<file path="src/rtl/cpu_defs.sv">
// Definitions shared between the program sequencer and simple_cpu:
// datapath widths, the HALT sentinel word and the sequencer state encoding.
package cpu_defs;

    localparam int CPU_INSTR_WIDTH = 20;
    localparam int CPU_DATA_WIDTH  = 8;
    localparam int CPU_ADDR_BITS   = 2;

    localparam logic [CPU_INSTR_WIDTH-1:0] HALT_WORD = 20'hFFFFF;

    typedef enum logic [1:0] {
        IDLE   = 2'd0,
        RUN    = 2'd1,
        HALTED = 2'd2
    } fetch_state_t;

endpackage

</file>
<file path="src/rtl/prog_mem.sv">
// Program store for the sequencer: synchronous write, asynchronous read,
// so the fetch logic can look ahead one word within the same cycle.
module prog_mem
    import cpu_defs::*;
#(
    parameter int WIDTH     = CPU_INSTR_WIDTH,
    parameter int ADDR_BITS = 5
) (
    input  logic                 clk,
    input  logic                 we,
    input  logic [ADDR_BITS-1:0] wr_addr,
    input  logic [WIDTH-1:0]     wr_data,
    input  logic [ADDR_BITS-1:0] rd_addr,
    output logic [WIDTH-1:0]     rd_data
);

    logic [WIDTH-1:0] mem [2**ADDR_BITS];

    always_ff @(posedge clk) begin
        if (we) begin
            mem[wr_addr] <= wr_data;
        end
    end

    assign rd_data = mem[rd_addr];

endmodule

</file>
<file path="src/rtl/instr_fetch.sv">
// Program sequencer feeding simple_cpu: steps a PC through prog_mem and
// presents each word for HOLD_CYCLES edges until HALT or end of memory.
//
//   state  | meaning
//   IDLE   | after reset, instruction=0, waiting for start
//   RUN    | presenting mem[pc], hold counter running
//   HALTED | run finished, instruction=0, pc keeps last address, done=1
module instr_fetch
    import cpu_defs::*;
#(
    parameter int INSTR_WIDTH = CPU_INSTR_WIDTH,
    parameter int PC_BITS     = 5,
    parameter int HOLD_CYCLES = 4
) (
    input  logic                   clk,
    input  logic                   rst,
    input  logic                   load_en,
    input  logic [PC_BITS-1:0]     load_addr,
    input  logic [INSTR_WIDTH-1:0] load_data,
    input  logic                   start,
    output logic [INSTR_WIDTH-1:0] instruction,
    output logic [PC_BITS-1:0]     pc,
    output logic                   busy,
    output logic                   done
);

    localparam logic [INSTR_WIDTH-1:0] HALT      = '1;
    localparam logic [PC_BITS-1:0]     PC_LAST   = '1;
    localparam logic [3:0]             HOLD_LAST = 4'(HOLD_CYCLES - 1);

    fetch_state_t             state, state_nxt;
    logic [INSTR_WIDTH-1:0]   instr_nxt;
    logic [INSTR_WIDTH-1:0]   rd_data;
    logic [INSTR_WIDTH-1:0]   fetch_data;
    logic [PC_BITS-1:0]       pc_nxt;
    logic [PC_BITS-1:0]       rd_addr;
    logic [3:0]               hold_cnt, hold_nxt;
    logic                     wr_en;

    // Outside RUN the only word ever fetched is address 0; in RUN look ahead to pc+1.
    assign wr_en   = load_en && (state != RUN) && !rst;
    assign rd_addr = (state == RUN) ? pc + PC_BITS'(1) : '0;

    // Write-first: a load to the fetched address in the start cycle is seen immediately.
    assign fetch_data = (wr_en && (load_addr == rd_addr)) ? load_data : rd_data;

    prog_mem #(
        .WIDTH     (INSTR_WIDTH),
        .ADDR_BITS (PC_BITS)
    ) u_prog_mem (
        .clk     (clk),
        .we      (wr_en),
        .wr_addr (load_addr),
        .wr_data (load_data),
        .rd_addr (rd_addr),
        .rd_data (rd_data)
    );

    always_comb begin
        state_nxt = state;
        instr_nxt = instruction;
        pc_nxt    = pc;
        hold_nxt  = hold_cnt;
        case (state)
            IDLE, HALTED: begin
                if (start) begin
                    pc_nxt   = '0;
                    hold_nxt = '0;
                    if (fetch_data == HALT) begin
                        state_nxt = HALTED;
                        instr_nxt = '0;
                    end else begin
                        state_nxt = RUN;
                        instr_nxt = fetch_data;
                    end
                end
            end
            RUN: begin
                if (hold_cnt == HOLD_LAST) begin
                    hold_nxt = '0;
                    if ((pc == PC_LAST) || (fetch_data == HALT)) begin
                        state_nxt = HALTED;
                        instr_nxt = '0;
                    end else begin
                        pc_nxt    = pc + PC_BITS'(1);
                        instr_nxt = fetch_data;
                    end
                end else begin
                    hold_nxt = hold_cnt + 4'd1;
                end
            end
            default: begin
                state_nxt = IDLE;
                instr_nxt = '0;
                pc_nxt    = '0;
                hold_nxt  = '0;
            end
        endcase
    end

    always_ff @(posedge clk) begin
        if (rst) begin
            state       <= IDLE;
            instruction <= '0;
            pc          <= '0;
            hold_cnt    <= '0;
        end else begin
            state       <= state_nxt;
            instruction <= instr_nxt;
            pc          <= pc_nxt;
            hold_cnt    <= hold_nxt;
        end
    end

    assign busy = (state == RUN);
    assign done = (state == HALTED);

endmodule

</file>
<file path="config.mk">
export PLATFORM = sky130hd
export DESIGN_NAME = instr_fetch
export DESIGN_NICKNAME = d
export VERILOG_FILES = /design/src/rtl/cpu_defs.sv /design/src/rtl/prog_mem.sv /design/src/rtl/instr_fetch.sv
export SDC_FILE = /design/constraint.sdc
export NUM_CORES = 1
export LEC_CHECK = 0
export BUFFER_PORTS_ARGS = -buffer_cell sky130_fd_sc_hd__buf_2
export CORE_MARGIN = 2
export CORE_UTILIZATION = 60
export CTS_BUF_LIST = sky130_fd_sc_hd__clkbuf_4
export CTS_CLUSTER_DIAMETER = 150
export CTS_CLUSTER_SIZE = 12
export DETAILED_ROUTE_END_ITERATION = 8
export PLACE_DENSITY = 0.82
export SLEW_MARGIN = 20
export SYNTH_ARGS = -nofsm -noshare
export SYNTH_HDL_FRONTEND = slang
export SYNTH_SLANG_ARGS = --single-unit
</file>
<file path="constraint.sdc">
create_clock -name clk -period 4.86 [get_ports clk]
set_input_delay 0 -clock clk [delete_from_list [all_inputs] [get_ports clk]]
set_output_delay 0 -clock clk [all_outputs]
set_load 0.02 [all_outputs]
</file>
==> impl_metrics.tcl, run 1 <==
set metrics [dict create \
    hold_viol 0 \
    register_area_um2 19800 \
    hold_path_class "in2reg" \
    worstHoldStart "start" \
    rsz0062_at_grt "no" \
    status "finished, final reports clean" \
    final_cell_mix "edfxtp_1, nand2_1, clkbuf_4, buf_4, mux2i_1" \
    drive_above_1_share_pct 19.2 \
    timing.max_cap.violations 0 \
    portBuffers 55 \
    intPower_uw 7460 \
    nets 1926 \
    period_needed_ns 4.59 \
    synth-edff-count 640 \
    synth_area_per_cell_um2 15.5 \
    route.detailed.drc 0 \
    vias_per_cell 7.12 \
    cts_htree_levels 2 \
    multi_input_area_um2 7080 \
    globalRouteTotalUtil_pct 32.9 \
    area_growth_pct 8.09 \
    fillCellCount 3016 \
    cts_tree "yes" \
    ys_types 88 \
    finalSetupTns_ns 0 \
    critPathMaxFanout 54 \
    place_hpwl_mm 47.7 \
    top_level_ports 56 \
    cts_sinks 671 \
    drv_slew 0 \
    power.switching_uw 2230 \
    worst_slew_pin_slew_ns 0.923 \
    start_kind "flip-flop" \
    required_ns 5.67 \
    synth_area_um2 27600 \
    peakVddDrop_mv 0.166 \
    setup_viol 0 \
    core_area_um2 45400 \
    clk_latency_ns 0.96 \
    finalNonFillerCells 2523 \
    final_antenna_net_count 0 \
    cts_buffers 61 \
    synthArstFlopShare_pct 0 \
    vias 18000 \
    synth_cells 1778 \
    ys_seq_area_share_pct 71.9 \
    dp_cells 2396 \
    wl_per_cell_um 30.9 \
    arrival_ns 5.40 \
    fp.dieW_um 218 \
    clk_pin_slew_worst_paths_ns 0.13 \
    fp.dieH_um 218 \
    power.share.switching_pct 23.0 \
    first_pass_iters 6 \
    crit_path_start "pc[0]" \
    cts-root-buf "clkbuf_4" \
    pre_cts_ws_ns 0.365 \
    grt_pass1_vias 17600 \
    grt_first_pass_wirelength_mm 113 \
    routabilityCongestion 0.956 \
    clockBufferDepth 3 \
    setup_ws_ns 0.270 \
    power_density_nw_per_um2 325 \
    p_leak_uw 0.00945 \
    end_kind "flip-flop" \
    fin_skew_ns 0.0805 \
    clkPwrFrac_pct 26.5 \
    seqPwrFrac_pct 65.7 \
    yosys.area.top_type "edfxtp_1" \
    grt_max_degree 118 \
    yosysWarnings 0 \
    slew_headroom_pct 38.4 \
    overflow 0 \
    period_share_pct 94.5 \
    ys.flop_type "edfxtp_1" \
    synth_top_cell_area_share_pct 69.6 \
    mostFrequentLayoutCell "edfxtp_1" \
    fin_hold_ws_ns 0.0519 \
    combPwrFrac_pct 7.7 \
    grt_antenna_before_repair 2 \
    synthesis.nets 1810 \
    cts_resized 0 \
    routed_wl_mm 77.8 \
    ys_top_cells_by_area "edfxtp_1, mux4_2, mux2i_1" \
    synth_seq_cells 671 \
    worst-setup-path-type "reg2reg" \
    rr_startpoint "pc[0]" \
    rows 78 \
    drt_iter0_drc 3194 \
    fmax_mhz 218 \
    dieArea_um2 47700 \
    start_util_pct 60.8 \
]
-- cell type report --
cell class,count,share of cell area (%)
multi-input cells,971,23.7
diodes,2,0.0168
clock inverters,2,0.126
repair buffers,181,4.76
clock buffers,88,2.21
well taps,600,2.52
inverters,8,0.109
flip-flops and latches,671,66.5
-- registers in the layout, summed over array words and instances, names as in the netlist --
| name | count |
|---|---|
| pc | 5 |
| state | 2 |
| hold_cnt | 4 |
| u_prog_mem.mem | 640 |
| instruction | 20 |
-- cells in the mapped netlist, drive strengths merged (25+ instances only) --
cell type and count:
edfxtp 640, nand2 175, buf 100, nor2 96, mux2i 73, o21ai 54
a21oi 52, a211oi 41, mux4 38, nand3 33, dfxtp 31, o211ai 29
clkbuf 28, and2 27, a31oi 26, o22ai 25
-- worst max-delay path, cell delays in order (launching register included) --
cell	delay, ns
dfxtp_4	0.53
buf_4	0.62
or3b_2	0.50
buf_12	0.26
o221ai_1	0.14
a21oi_1	0.20
o21ai_0	0.14
a211oi_1	0.42
o21ai_0	0.28
nor4_2	0.47
nand4_2	0.25
nand2_2	0.49
a211oi_1	0.14
-- power groups by stage --
stage	Sequential, uW	Clock (uW)	Combinational [uW]
floorplan	6510	0	400
global placement	6500	0	685
detailed placement	6500	0	702
CTS	6370	2570	726
global route	6380	2780	778
finish	6370	2570	748
-- path summary, 6_finish.rpt --
check             slack, ns  cells past startpoint             end
hold / removal         0.05                      4        state[0]
setup / recovery       0.27                     12        state[0]
setup reg to reg       0.27                     12        state[0]
hold reg to reg        0.48                      2  instruction[2]
-- what timing repair did --
action,in CTS,in global routing
hold endpoints to repair,951,0
hold buffers,35,0
buffers inserted,0,0
-- metal layers --
metal | vias to the layer above | routed length (um) | GRT usage [%]
met5 | - | 0 | 0
met4 | 0 | 4370 | 16.7
met3 | 368 | 12300 | 11.1
met2 | 1694 | 34400 | 48.4
met1 | 8626 | 26700 | 43.9
li1 | 7276 | - | -
-- cell families (layout without fill, tap and decap cells) --
group | Yosys count | in the layout | share of synthesized area (%)
AO/OA/AOI/OAI | 388 | 388 | 10.3
multiplexers | 134 | 134 | 6.69
adder cells (fa/ha/maj) | 3 | 3 | 0.136
buffers and inverters | 136 | 279 | 2.86
flip-flops | 671 | 671 | 71.9
other | 0 | 2 | 0
AND/OR/NAND/NOR | 444 | 444 | 8.02
XOR/XNOR | 2 | 2 | 0.159
-- per-stage QoR --
stage	power [uW]	cell area (um^2)	utilization [%]
2_1_floorplan	6910	27600	-
3_3_place_gp	7190	28800	63.4
3_5_place_dp	7200	28800	63.4
4_1_cts	9670	29800	65.7
5_1_grt	9940	29800	65.7
6_report	9690	29800	65.7
(Power assumes the default switching activity.)
==> run 2: changes to the inputs <==
--- a/config.mk
+++ b/config.mk
@@ -7,12 +7,12 @@
 export LEC_CHECK = 0
 export BUFFER_PORTS_ARGS = -buffer_cell sky130_fd_sc_hd__buf_2
 export CORE_MARGIN = 2
-export CORE_UTILIZATION = 60
+export CORE_UTILIZATION = 45
 export CTS_BUF_LIST = sky130_fd_sc_hd__clkbuf_4
 export CTS_CLUSTER_DIAMETER = 150
 export CTS_CLUSTER_SIZE = 12
 export DETAILED_ROUTE_END_ITERATION = 8
-export PLACE_DENSITY = 0.82
+export PLACE_DENSITY = 0.65
 export SLEW_MARGIN = 20
 export SYNTH_ARGS = -nofsm -noshare
 export SYNTH_HDL_FRONTEND = slang
==> constraint.sdc (replaced) <==
create_clock -name clk -period 4.9 [get_ports clk]
set_input_delay 0 -clock clk [delete_from_list [all_inputs] [get_ports clk]]
set_output_delay 0 -clock clk [all_outputs]
set_load 0.02 [all_outputs]
==> impl_metrics.tcl, run 2 (same netlist as run 1, synthesis figures left out) <==
set metrics [dict create \
    power.total_uw 9710 \
    hold_buffers 34 \
    worst-setup-path-type "reg2reg" \
    setup_ws_ns 0.522 \
    route.detailed.drc 0 \
    regMostFlops "u_prog_mem.mem" \
    grt_antenna_before_repair 2 \
    final_antenna_net_count 0 \
    power.switching_uw 2260 \
    place_hpwl_mm 49.2 \
    portBuffers 55 \
    wirelength_met1_mm 32.1 \
    post-cts-setup-buffers 0 \
    period_share_pct 89.4 \
    grt_max_degree 184 \
    worst_slew_pin_slew_ns 1.27 \
    cts-root-buf "clkbuf_4" \
    combPwrFrac_pct 7.9 \
    arrival_ns 5.18 \
    crit_path_top_delay_cell "a2111oi_0" \
    drt_iter0_drc 2109 \
    vias 17300 \
    pre_cts_ws_ns 0.681 \
    nets 1944 \
    status "finished, final reports clean" \
    power.share.switching_pct 23.2 \
    core_area_um2 60500 \
    peakVddDrop_mv 0.146 \
    rsz0062_at_grt "no" \
    routed_wl_mm 79.6 \
    clockBufferDepth 3 \
    hold_path_class "in2reg" \
    mostFrequentLayoutCell "edfxtp_1" \
    top_level_ports 56 \
    fp.dieW_um 252 \
    rows 90 \
    dpl_cell_area_um2 29200 \
    cts_htree_levels 2 \
    intPower_uw 7450 \
    drv_slew 0 \
    finalNonFillerCells 2723 \
    start_util_pct 45.6 \
    end_kind "flip-flop" \
    hold_viol 0 \
    top_layer "met5" \
    final_area_um2 30300 \
    start_kind "flip-flop" \
    routabilityCongestion 0.924 \
    dr_wl_met3_mm 9.01 \
    slowest_delay_ns 0.50 \
    ff2ff_setup_slack_ns 0.52 \
    final_cell_mix "edfxtp_1, nand2_1, buf_4, clkbuf_4, mux2i_1" \
    clkPwrFrac_pct 27.1 \
    route.met2.wl_mm 35.7 \
    fmax_mhz 228 \
    overflow 0 \
    cts_resized 0 \
    required_ns 5.71 \
    r2r_cells 14 \
    critPathMaxFanout 183 \
    clk_latency_ns 0.94 \
    grt_pass1_vias 16800 \
    grt_first_pass_wirelength_mm 116 \
    globalRouteTotalUtil_pct 25.2 \
    cp_cell_sequence "buf_4, buf_12, nor4bb_1, a2111oi_0, buf_4, a211oi_1, a211oi_1, o22a_1, a32o_1, nor4_2, nand4_2, nand2_2, buf_12, o31ai_2" \
    largest_reg_flops 640 \
    drive_above_1_share_pct 20.1 \
    cts_sinks 671 \
    clk_pin_slew_worst_paths_ns 0.16 \
    area_growth_pct 9.60 \
    setup_viol 0 \
    holdPathStages 4 \
    timing.max_cap.violations 0 \
    fin_skew_ns 0.0725 \
    fp.dieH_um 252 \
    reg_top3 "u_prog_mem.mem x640, instruction x20, pc x5" \
    slew_headroom_pct 15.4 \
    dieArea_um2 63300 \
    period_needed_ns 4.38 \
    finalSetupTns_ns 0 \
    power_density_nw_per_um2 321 \
    cts_buffers 61 \
    dp_cells 2597 \
    p_leak_uw 0.00957 \
    wl_per_cell_um 29.2 \
    first_pass_iters 5 \
    cts_tree "yes" \
    seqPwrFrac_pct 65.0 \
    vias_per_cell 6.35 \
]
-- run 2: cell types whose count changed in the layout (fill, tap and decap cells not counted), sizes merged --
cell / change
clkbuf: -1
clkinvlp: -1
bufinv: +1
dlygate4sd3: -1
buf: +19
inv: +1
-- run 2: worst paths after layout --
| check | start | endpoint |
|---|---|---|
| max reg2reg | pc[0] | instruction[5] |
| min | load_en | u_prog_mem.mem[8][19] |
| max | pc[0] | instruction[5] |
| min reg2reg | instruction[10] | instruction[10] |
-- run 2: power by group through the flow --
stage	Clock (uW)	Sequential [uW]	Combinational (uW)
floorplan	0	6460	397
detailed placement	0	6440	733
global placement	0	6440	724
finish	2630	6310	764
global route	2870	6320	806
CTS	2660	6310	755
-- run 2: area by class of cell --
cell class	count	area, um^2
clock inverters	3	63.8
flip-flops and latches	671	19800
diodes	2	5.00
repair buffers	199	1590
well taps	782	978
multi-input cells	971	7080
clock buffers	87	653
fillers	4996	30200
inverters	8	32.5
-- run 2: layer usage --
metal,global-route usage (%),vias to the layer above
met5,0,-
li1,-,7327
met4,8.76,2
met1,35.9,8722
met3,5.64,173
met2,38.2,1075
-- run 2: per-stage QoR --
step,utilization (%),hold slack [ns]
2_1_floorplan,-,0.0989
3_3_place_gp,48.3,0.330
3_5_place_dp,48.3,0.346
4_1_cts,50.0,0.0261
5_1_grt,50.0,0.0854
6_report,50.0,0.0946
-- run 2: critical path: cells and delay by family (launching register included) --
kind | cells | cell delay [ns]
DFF | 1 | 0.38
and+or+nand+nor | 4 | 0.49
buffers and inverters | 4 | 1.20
AOI/OAI and AO/OA | 6 | 1.71
